`config.mk`:
```
export PLATFORM = sky130hd
export DESIGN_NAME = mem_arbiter
export DESIGN_NICKNAME = d
export VERILOG_FILES = /design/src/rtl/mem_arb_pkg.sv /design/src/rtl/arb_rr2.sv /design/src/rtl/mem_arbiter.sv
export SDC_FILE = /design/constraint.sdc
export NUM_CORES = 1
export LEC_CHECK = 0
export CORE_MARGIN = 8
export CORE_UTILIZATION = 43
export CTS_CLUSTER_DIAMETER = 150
export DETAILED_ROUTE_END_ITERATION = 8
export PLACE_DENSITY = 0.87
export SLEW_MARGIN = 20
export SYNTH_ARGS = -nofsm -noshare
export SYNTH_HDL_FRONTEND = slang
export SYNTH_SLANG_ARGS = --single-unit
```
`constraint.sdc`:
```
create_clock -name CLK -period 10.16 [get_ports CLK]
set_input_delay 3.048 -clock CLK [delete_from_list [all_inputs] [get_ports CLK]]
set_output_delay 3.048 -clock CLK [all_outputs]
set_load 0.01 [all_outputs]
```
`src/rtl/mem_arb_pkg.sv`:
```
// Shared definitions for the two-requester memory arbiter: FSM state
// encoding (also the Stat readout encoding) and requester identifiers.
package mem_arb_pkg;

  typedef enum logic [1:0] {
    IDLE = 2'b00,
    BUSY = 2'b01,
    RESP = 2'b10
  } state_e;

  // Requester identifiers, also the encoding of the LastGnt register.
  localparam logic REQ_CPU = 1'b0;
  localparam logic REQ_DBG = 1'b1;

  // Stat readout values, identical to the state encoding.
  localparam logic [1:0] STAT_IDLE = 2'b00;
  localparam logic [1:0] STAT_BUSY = 2'b01;
  localparam logic [1:0] STAT_RESP = 2'b10;

  function automatic logic [1:0] stat_of(state_e s);
    return s;
  endfunction

endpackage

```
`src/rtl/arb_rr2.sv`:
```
// Stateless two-way round-robin pick. On a tie the requester that did not
// win last time is chosen; the history register lives in the caller.
module arb_rr2
  import mem_arb_pkg::*;
(
  input  logic req_c_i,
  input  logic req_d_i,
  input  logic last_gnt_i,
  output logic gnt_vld_o,
  output logic gnt_id_o
);

  // Pick a winner from the effective requests and the last owner.
  always_comb begin
    gnt_vld_o = req_c_i | req_d_i;
    gnt_id_o  = REQ_CPU;
    if (req_c_i && req_d_i) begin
      gnt_id_o = (last_gnt_i == REQ_CPU) ? REQ_DBG : REQ_CPU;
    end else if (req_d_i) begin
      gnt_id_o = REQ_DBG;
    end
  end

endmodule

```
`src/rtl/mem_arbiter.sv`:
```
// Arbiter sharing one fixed-latency memory between the CPU and the
// debug/loader port. Each access is IDLE -> BUSY (LAT cycles) -> RESP, with
// a one-cycle Ready pulse to the owner in RESP. DbgHalt masks the CPU at
// arbitration time only; transactions in flight always complete.
module mem_arbiter
  import mem_arb_pkg::*;
#(
  parameter int AW  = 32,
  parameter int DW  = 32,
  parameter int LAT = 2
) (
  input  logic          CLK,
  input  logic          Reset,
  input  logic          CpuReq,
  input  logic          CpuWe,
  input  logic [AW-1:0] CpuAddr,
  input  logic [DW-1:0] CpuWData,
  output logic [DW-1:0] CpuRData,
  output logic          CpuReady,
  input  logic          DbgReq,
  input  logic          DbgWe,
  input  logic [AW-1:0] DbgAddr,
  input  logic [DW-1:0] DbgWData,
  output logic [DW-1:0] DbgRData,
  output logic          DbgReady,
  input  logic          DbgHalt,
  output logic [AW-1:0] MemAddr,
  output logic [DW-1:0] MemWData,
  output logic          MemWe,
  output logic          MemEn,
  input  logic [DW-1:0] MemRData,
  output logic          CpuGnt,
  output logic          DbgGnt,
  output logic [1:0]    Stat
);

  // Counter only has to reach LAT-1, so it never wraps inside a transaction.
  localparam int            CW       = (LAT < 1) ? 1 : $clog2(LAT + 1);
  localparam logic [CW-1:0] CNT_LAST = CW'(LAT - 1);

  state_e        state_q;
  logic [CW-1:0] cnt_q;
  logic          last_gnt_q;
  logic          is_wr_q;
  logic [AW-1:0] mem_addr_q;
  logic [DW-1:0] mem_wdata_q;
  logic          mem_we_q;
  logic          mem_en_q;
  logic          cpu_gnt_q;
  logic          dbg_gnt_q;
  logic          cpu_rdy_q;
  logic          dbg_rdy_q;
  logic [DW-1:0] cpu_rdata_q;
  logic [DW-1:0] dbg_rdata_q;

  logic          req_c;
  logic          req_d;
  logic          pick_vld;
  logic          pick_id;
  logic [AW-1:0] addr_d;
  logic [DW-1:0] wdata_d;
  logic          we_d;

  assign req_c = CpuReq & ~DbgHalt;
  assign req_d = DbgReq;

  arb_rr2 u_pick (
    .req_c_i    (req_c),
    .req_d_i    (req_d),
    .last_gnt_i (last_gnt_q),
    .gnt_vld_o  (pick_vld),
    .gnt_id_o   (pick_id)
  );

  // Route the winning requester's command toward the memory registers.
  always_comb begin
    addr_d  = CpuAddr;
    wdata_d = CpuWData;
    we_d    = CpuWe;
    if (pick_id == REQ_DBG) begin
      addr_d  = DbgAddr;
      wdata_d = DbgWData;
      we_d    = DbgWe;
    end
  end

  // Transaction sequencer with registered memory, grant and ready outputs.
  always_ff @(posedge CLK or posedge Reset) begin
    if (Reset) begin
      state_q     <= IDLE;
      cnt_q       <= '0;
      last_gnt_q  <= REQ_CPU;
      is_wr_q     <= 1'b0;
      mem_addr_q  <= '0;
      mem_wdata_q <= '0;
      mem_we_q    <= 1'b0;
      mem_en_q    <= 1'b0;
      cpu_gnt_q   <= 1'b0;
      dbg_gnt_q   <= 1'b0;
      cpu_rdy_q   <= 1'b0;
      dbg_rdy_q   <= 1'b0;
      cpu_rdata_q <= '0;
      dbg_rdata_q <= '0;
    end else begin
      case (state_q)
        IDLE: begin
          if (pick_vld) begin
            state_q     <= BUSY;
            cnt_q       <= '0;
            last_gnt_q  <= pick_id;
            is_wr_q     <= we_d;
            mem_addr_q  <= addr_d;
            mem_wdata_q <= wdata_d;
            mem_we_q    <= we_d;
            mem_en_q    <= 1'b1;
            cpu_gnt_q   <= (pick_id == REQ_CPU);
            dbg_gnt_q   <= (pick_id == REQ_DBG);
          end
        end
        BUSY: begin
          // The write strobe lasts only for the first BUSY cycle.
          mem_we_q <= 1'b0;
          if (cnt_q == CNT_LAST) begin
            state_q   <= RESP;
            mem_en_q  <= 1'b0;
            cpu_rdy_q <= cpu_gnt_q;
            dbg_rdy_q <= dbg_gnt_q;
          end else begin
            cnt_q <= cnt_q + CW'(1);
          end
        end
        RESP: begin
          if (!is_wr_q) begin
            if (cpu_gnt_q) cpu_rdata_q <= MemRData;
            if (dbg_gnt_q) dbg_rdata_q <= MemRData;
          end
          cpu_rdy_q <= 1'b0;
          dbg_rdy_q <= 1'b0;
          cpu_gnt_q <= 1'b0;
          dbg_gnt_q <= 1'b0;
          state_q   <= IDLE;
        end
        default: begin
          // Unused encoding: drop everything and resume arbitration.
          state_q   <= IDLE;
          mem_en_q  <= 1'b0;
          mem_we_q  <= 1'b0;
          cpu_gnt_q <= 1'b0;
          dbg_gnt_q <= 1'b0;
          cpu_rdy_q <= 1'b0;
          dbg_rdy_q <= 1'b0;
        end
      endcase
    end
  end

  assign MemAddr  = mem_addr_q;
  assign MemWData = mem_wdata_q;
  assign MemWe    = mem_we_q;
  assign MemEn    = mem_en_q;
  assign CpuGnt   = cpu_gnt_q;
  assign DbgGnt   = dbg_gnt_q;
  assign CpuReady = cpu_rdy_q;
  assign DbgReady = dbg_rdy_q;
  assign CpuRData = cpu_rdata_q;
  assign DbgRData = dbg_rdata_q;
  assign Stat     = stat_of(state_q);

endmodule

```
==> out/metrics.csv <==
stage;metric;value;unit
setup_path;CP max stage delay;0.64;ns
setup_path;crit path kind;in -> reg;
worst_hold_path;Hold Path Cell Cnt;1;
cts;clock sink total;140;
timing;fin crit period;5.04;ns
grt;number of global-route vias before repair;5431;
final_layout;final core utilization;72.2;%
timing;Fin Setup TNS;0;ns
placed_design;RD Place Congestion;0.766;
setup_path;Critical Path End Type;flip-flop;
synthesis;post-synthesis mux area share;12.7;%
cts;later-pin clock latency in the skew report;0.42;ns
synthesis;Avg Inst Size Synth;10.8;µm²
setup_path;Crit path required time;10.49;ns
power_and_ir_drop;worst IR drop on VDD;121;µV
synthesis;simple-gate share of the synthesized area;14.4;%
timing;RSZ-0062 raised after global routing;false;
setup_path;CP max FO;72;
cts;Clock Tree Buf Depth;2;
cts;Root Buffer;clkbuf_16;
synthesis;post-synth net total;710;
cts;# Post-CTS Setup Buffers;0;
cts;TritonCTS clock tree;yes;
synthesis;adder-cell share of the synthesized area;0.214;%
placed_design;Port Buf Inserts;302;
timing;Rel. slew slack;36.7;%
routing;Via density;4.97;
setup_path;Startpoint Class;primary input;
routing;routed wl met3;1790;µm
timing;Hold Vio Cnt, Final;0;
grt;GRT Util Overall;22.3;%
grt;initial antenna violation count;0;
timing;final period utilization;49.7;%
grt;largest net degree at the start of global routing;79;
worst_hold_path;hold crit path type;reg -> reg;
routing;Final ANT Viol Nets;0;
setup_path;critical path cell sequence;clkdlybuf4s50_1 -> inv_1 -> a21boi_4 -> buf_4 -> buf_4 -> nor2_1 -> a31oi_1;
floorplanning;die area;17600;µm²
cts;CTS Buf Count;17;
floorplanning;Core Region;13200;µm²
synthesis;cells after synthesis;542;
grt;global-route wire length before repair;31000;µm
synthesis;top cell type's share of synthesized area;60.0;%
setup_path;worst-case reg-to-reg path depth;6;
synthesis;XOR/XNOR Fraction of Synth Area;0;%
cts;Worst-path clk slew;0.06;ns
setup_path;slowest CP cell;buf_4;
timing;Fmax;198;MHz
routing;met2 WL;9640;µm
floorplanning;I/O Pins;303;
run_status;status;finished, final reports clean;
power_and_ir_drop;pwr/cell area;299;nW/µm²
timing;clock skew;0.00931;ns
routing;DR iter-0 viols;194;
timing;# setup viols final;0;
setup_path;crit-path most repeated cell;buf_4;
routing;top layer used by detailed routing;met4;
floorplanning;cell row count;42;
routing;final WL;19400;µm
floorplanning;Initial Util;44.1;%
timing;Worst Tran Pin Value;0.949;ns
flow_run;Max Cap Viol;0;
final_layout;nets;1003;
timing;Slew Viols, Final;0;
synthesis;YS warnings;0;
placed_design;Post-DP HPWL;14200;µm
synthesis;mapped cell area;5830;µm²
synthesis;compound-gate portion of the synthesized area;8.84;%
grt;grt ovf;0;
synthesis;largest family of logic cells by synthesized area;simple AND/OR/NAND/NOR gates;
routing;wl on met1;7680;µm
cts;hold_buf cts;0;
synthesis;sequential share of the synthesized area;60.0;%
synthesis;Synth area leaders;dfrtp_1 (60%), mux2_1 (12%), nand2_1 (8.5%), a31oi_1 (6.9%), nor2_1 (4.5%);
synthesis;area leader, netlist;dfrtp_1;
cts;post-CTS sizing;0;
routing;routed wire length per instance;18.9;µm
power_and_ir_drop;Lkg Pwr;4.17;nW
floorplanning;Die Y;132;µm
final_layout;Layout area overhead;64.0;%
routing;First-pass DRT Iterations;4;
final_layout;antenna cells;0;
synthesis;#FFs+latches synth;140;
routing;Vias;5088;
synthesis;Synth cell types;27;
routing;DRC viols;0;
final_layout;fraction of layout cells with a size suffix above 1;5.90;%
cts;H-tree Lvls;4;
floorplanning;die width;132;µm
setup_path;CP arrival;5.37;ns
cells in the final DEF, fill, tap and decap left out, types with 2 or more instances in the layout:
| master | Yosys | layout |
|---|---|---|
| a211oi_1 | 2 | 2 |
| a21oi_1 | 5 | 5 |
| a22o_1 | 2 | 2 |
| a31oi_1 | 64 | 64 |
| buf_4 | 7 | 7 |
| bufinv_16 | 0 | 2 |
| clkbuf_16 | 0 | 17 |
| clkbuf_8 | 0 | 4 |
| clkdlybuf4s50_1 | 0 | 302 |
| clkinv_2 | 0 | 2 |
| clkinvlp_4 | 0 | 3 |
| dfrtp_1 | 140 | 140 |
| inv_1 | 7 | 6 |
| inv_6 | 0 | 3 |
| mux2_1 | 60 | 60 |
| mux2_2 | 4 | 4 |
| mux2i_1 | 2 | 2 |
| nand2_1 | 132 | 132 |
| nand3_1 | 3 | 3 |
| nor2_1 | 70 | 70 |
| nor4_4 | 2 | 2 |
| o21ai_0 | 6 | 5 |
flip-flops by register name, summed over array words and instances (netlist names):
signal / count
CpuGnt: 1
CpuRData: 32
CpuReady: 1
DbgGnt: 1
DbgRData: 32
DbgReady: 1
MemAddr: 32
MemEn: 1
MemWData: 32
MemWe: 1
Stat: 2
cnt_q: 2
is_wr_q: 1
last_gnt_q: 1
through the flow:
| stage | area, µm² | power (mW) | std cells | worst slack (ns) | hold slack [ns] |
|---|---|---|---|---|---|
| after CTS | 9570 | 2.89 | 1023 | 5.14 | 0.487 |
| after global routing | 9570 | 3.03 | 1023 | 4.97 | 0.502 |
| after detailed placement | 8970 | 2.25 | 992 | 4.69 | 0.474 |
| after floorplan | 5830 | 1.50 | 542 | 3.36 | 0.496 |
| final | 9570 | 2.86 | 1023 | 5.12 | 0.483 |
| after global placement | 8970 | 2.19 | 992 | 4.81 | 0.466 |
routing by layer:
| layer | GRT usage [%] | vias up |
|---|---|---|
| met5 | 0 | - |
| met4 | 6.69 | 0 |
| met3 | 9.35 | 21 |
| met2 | 37.8 | 244 |
| met1 | 25.2 | 2404 |
| li1 | - | 2419 |
critical path, delay by kind of cell:
family                 cells  cell delay [ns]
buffers and inverters      4             1.82
AOI/OAI and AO/OA          2             0.32
and+or+nand+nor            1             0.11
final timing paths:
kind	slack [ns]	start	end
setup / recovery	5.12	DbgReq	MemWData[3]
hold / removal	0.48	DbgRData[4]	DbgRData[4]
setup reg to reg	7.63	Stat[0]	MemWData[3]
hold reg to reg	0.48	DbgRData[4]	DbgRData[4]
max in group asynchronous	5.71	Reset	CpuRData[10]
min in group asynchronous	3.08	Reset	CpuRData[28]
cells in the mapped netlist (all sizes together):
library cell and n:
nor4 2, buf 27, mux2 64, a31oi 64, nor2 70, mux2i 2, ha 1, nand2 132
or2 1, inv 8, a21boi 1, a22o 2, nand2b 1, a21oi 6, o31ai 1, nor2b 1
a211oi 2, nand3 3, clkbuf 8, dfrtp 140, o21ai 6
cells by family after synthesis:
group,Yosys count
and+or+nand+nor,210
muxes,66
buffers and inverters,43
AOI/OAI and AO/OA,82
DFF,140
adders and majority gates,1
power breakdown:
group / total (mW) / internal [mW] / leakage [nW] / switching, mW
registers: 0.999 / 0.833 / 1.71 / 0.166
logic: 1.23 / 0.685 / 2.17 / 0.550
clock network: 0.623 / 0.387 / 0.285 / 0.236
total: 2.86 / 1.90 / 4.17 / 0.951
area by class of cell:
type	instances	area [µm²]
fill	968	3680
tap	176	220
clock inverter	9	110
sequential	140	3500
clock buffer	22	484
timing repair buffer	309	3080
inverter	8	35.0
multi-input combinational	359	2140
Power figures use the tool's default switching activity.
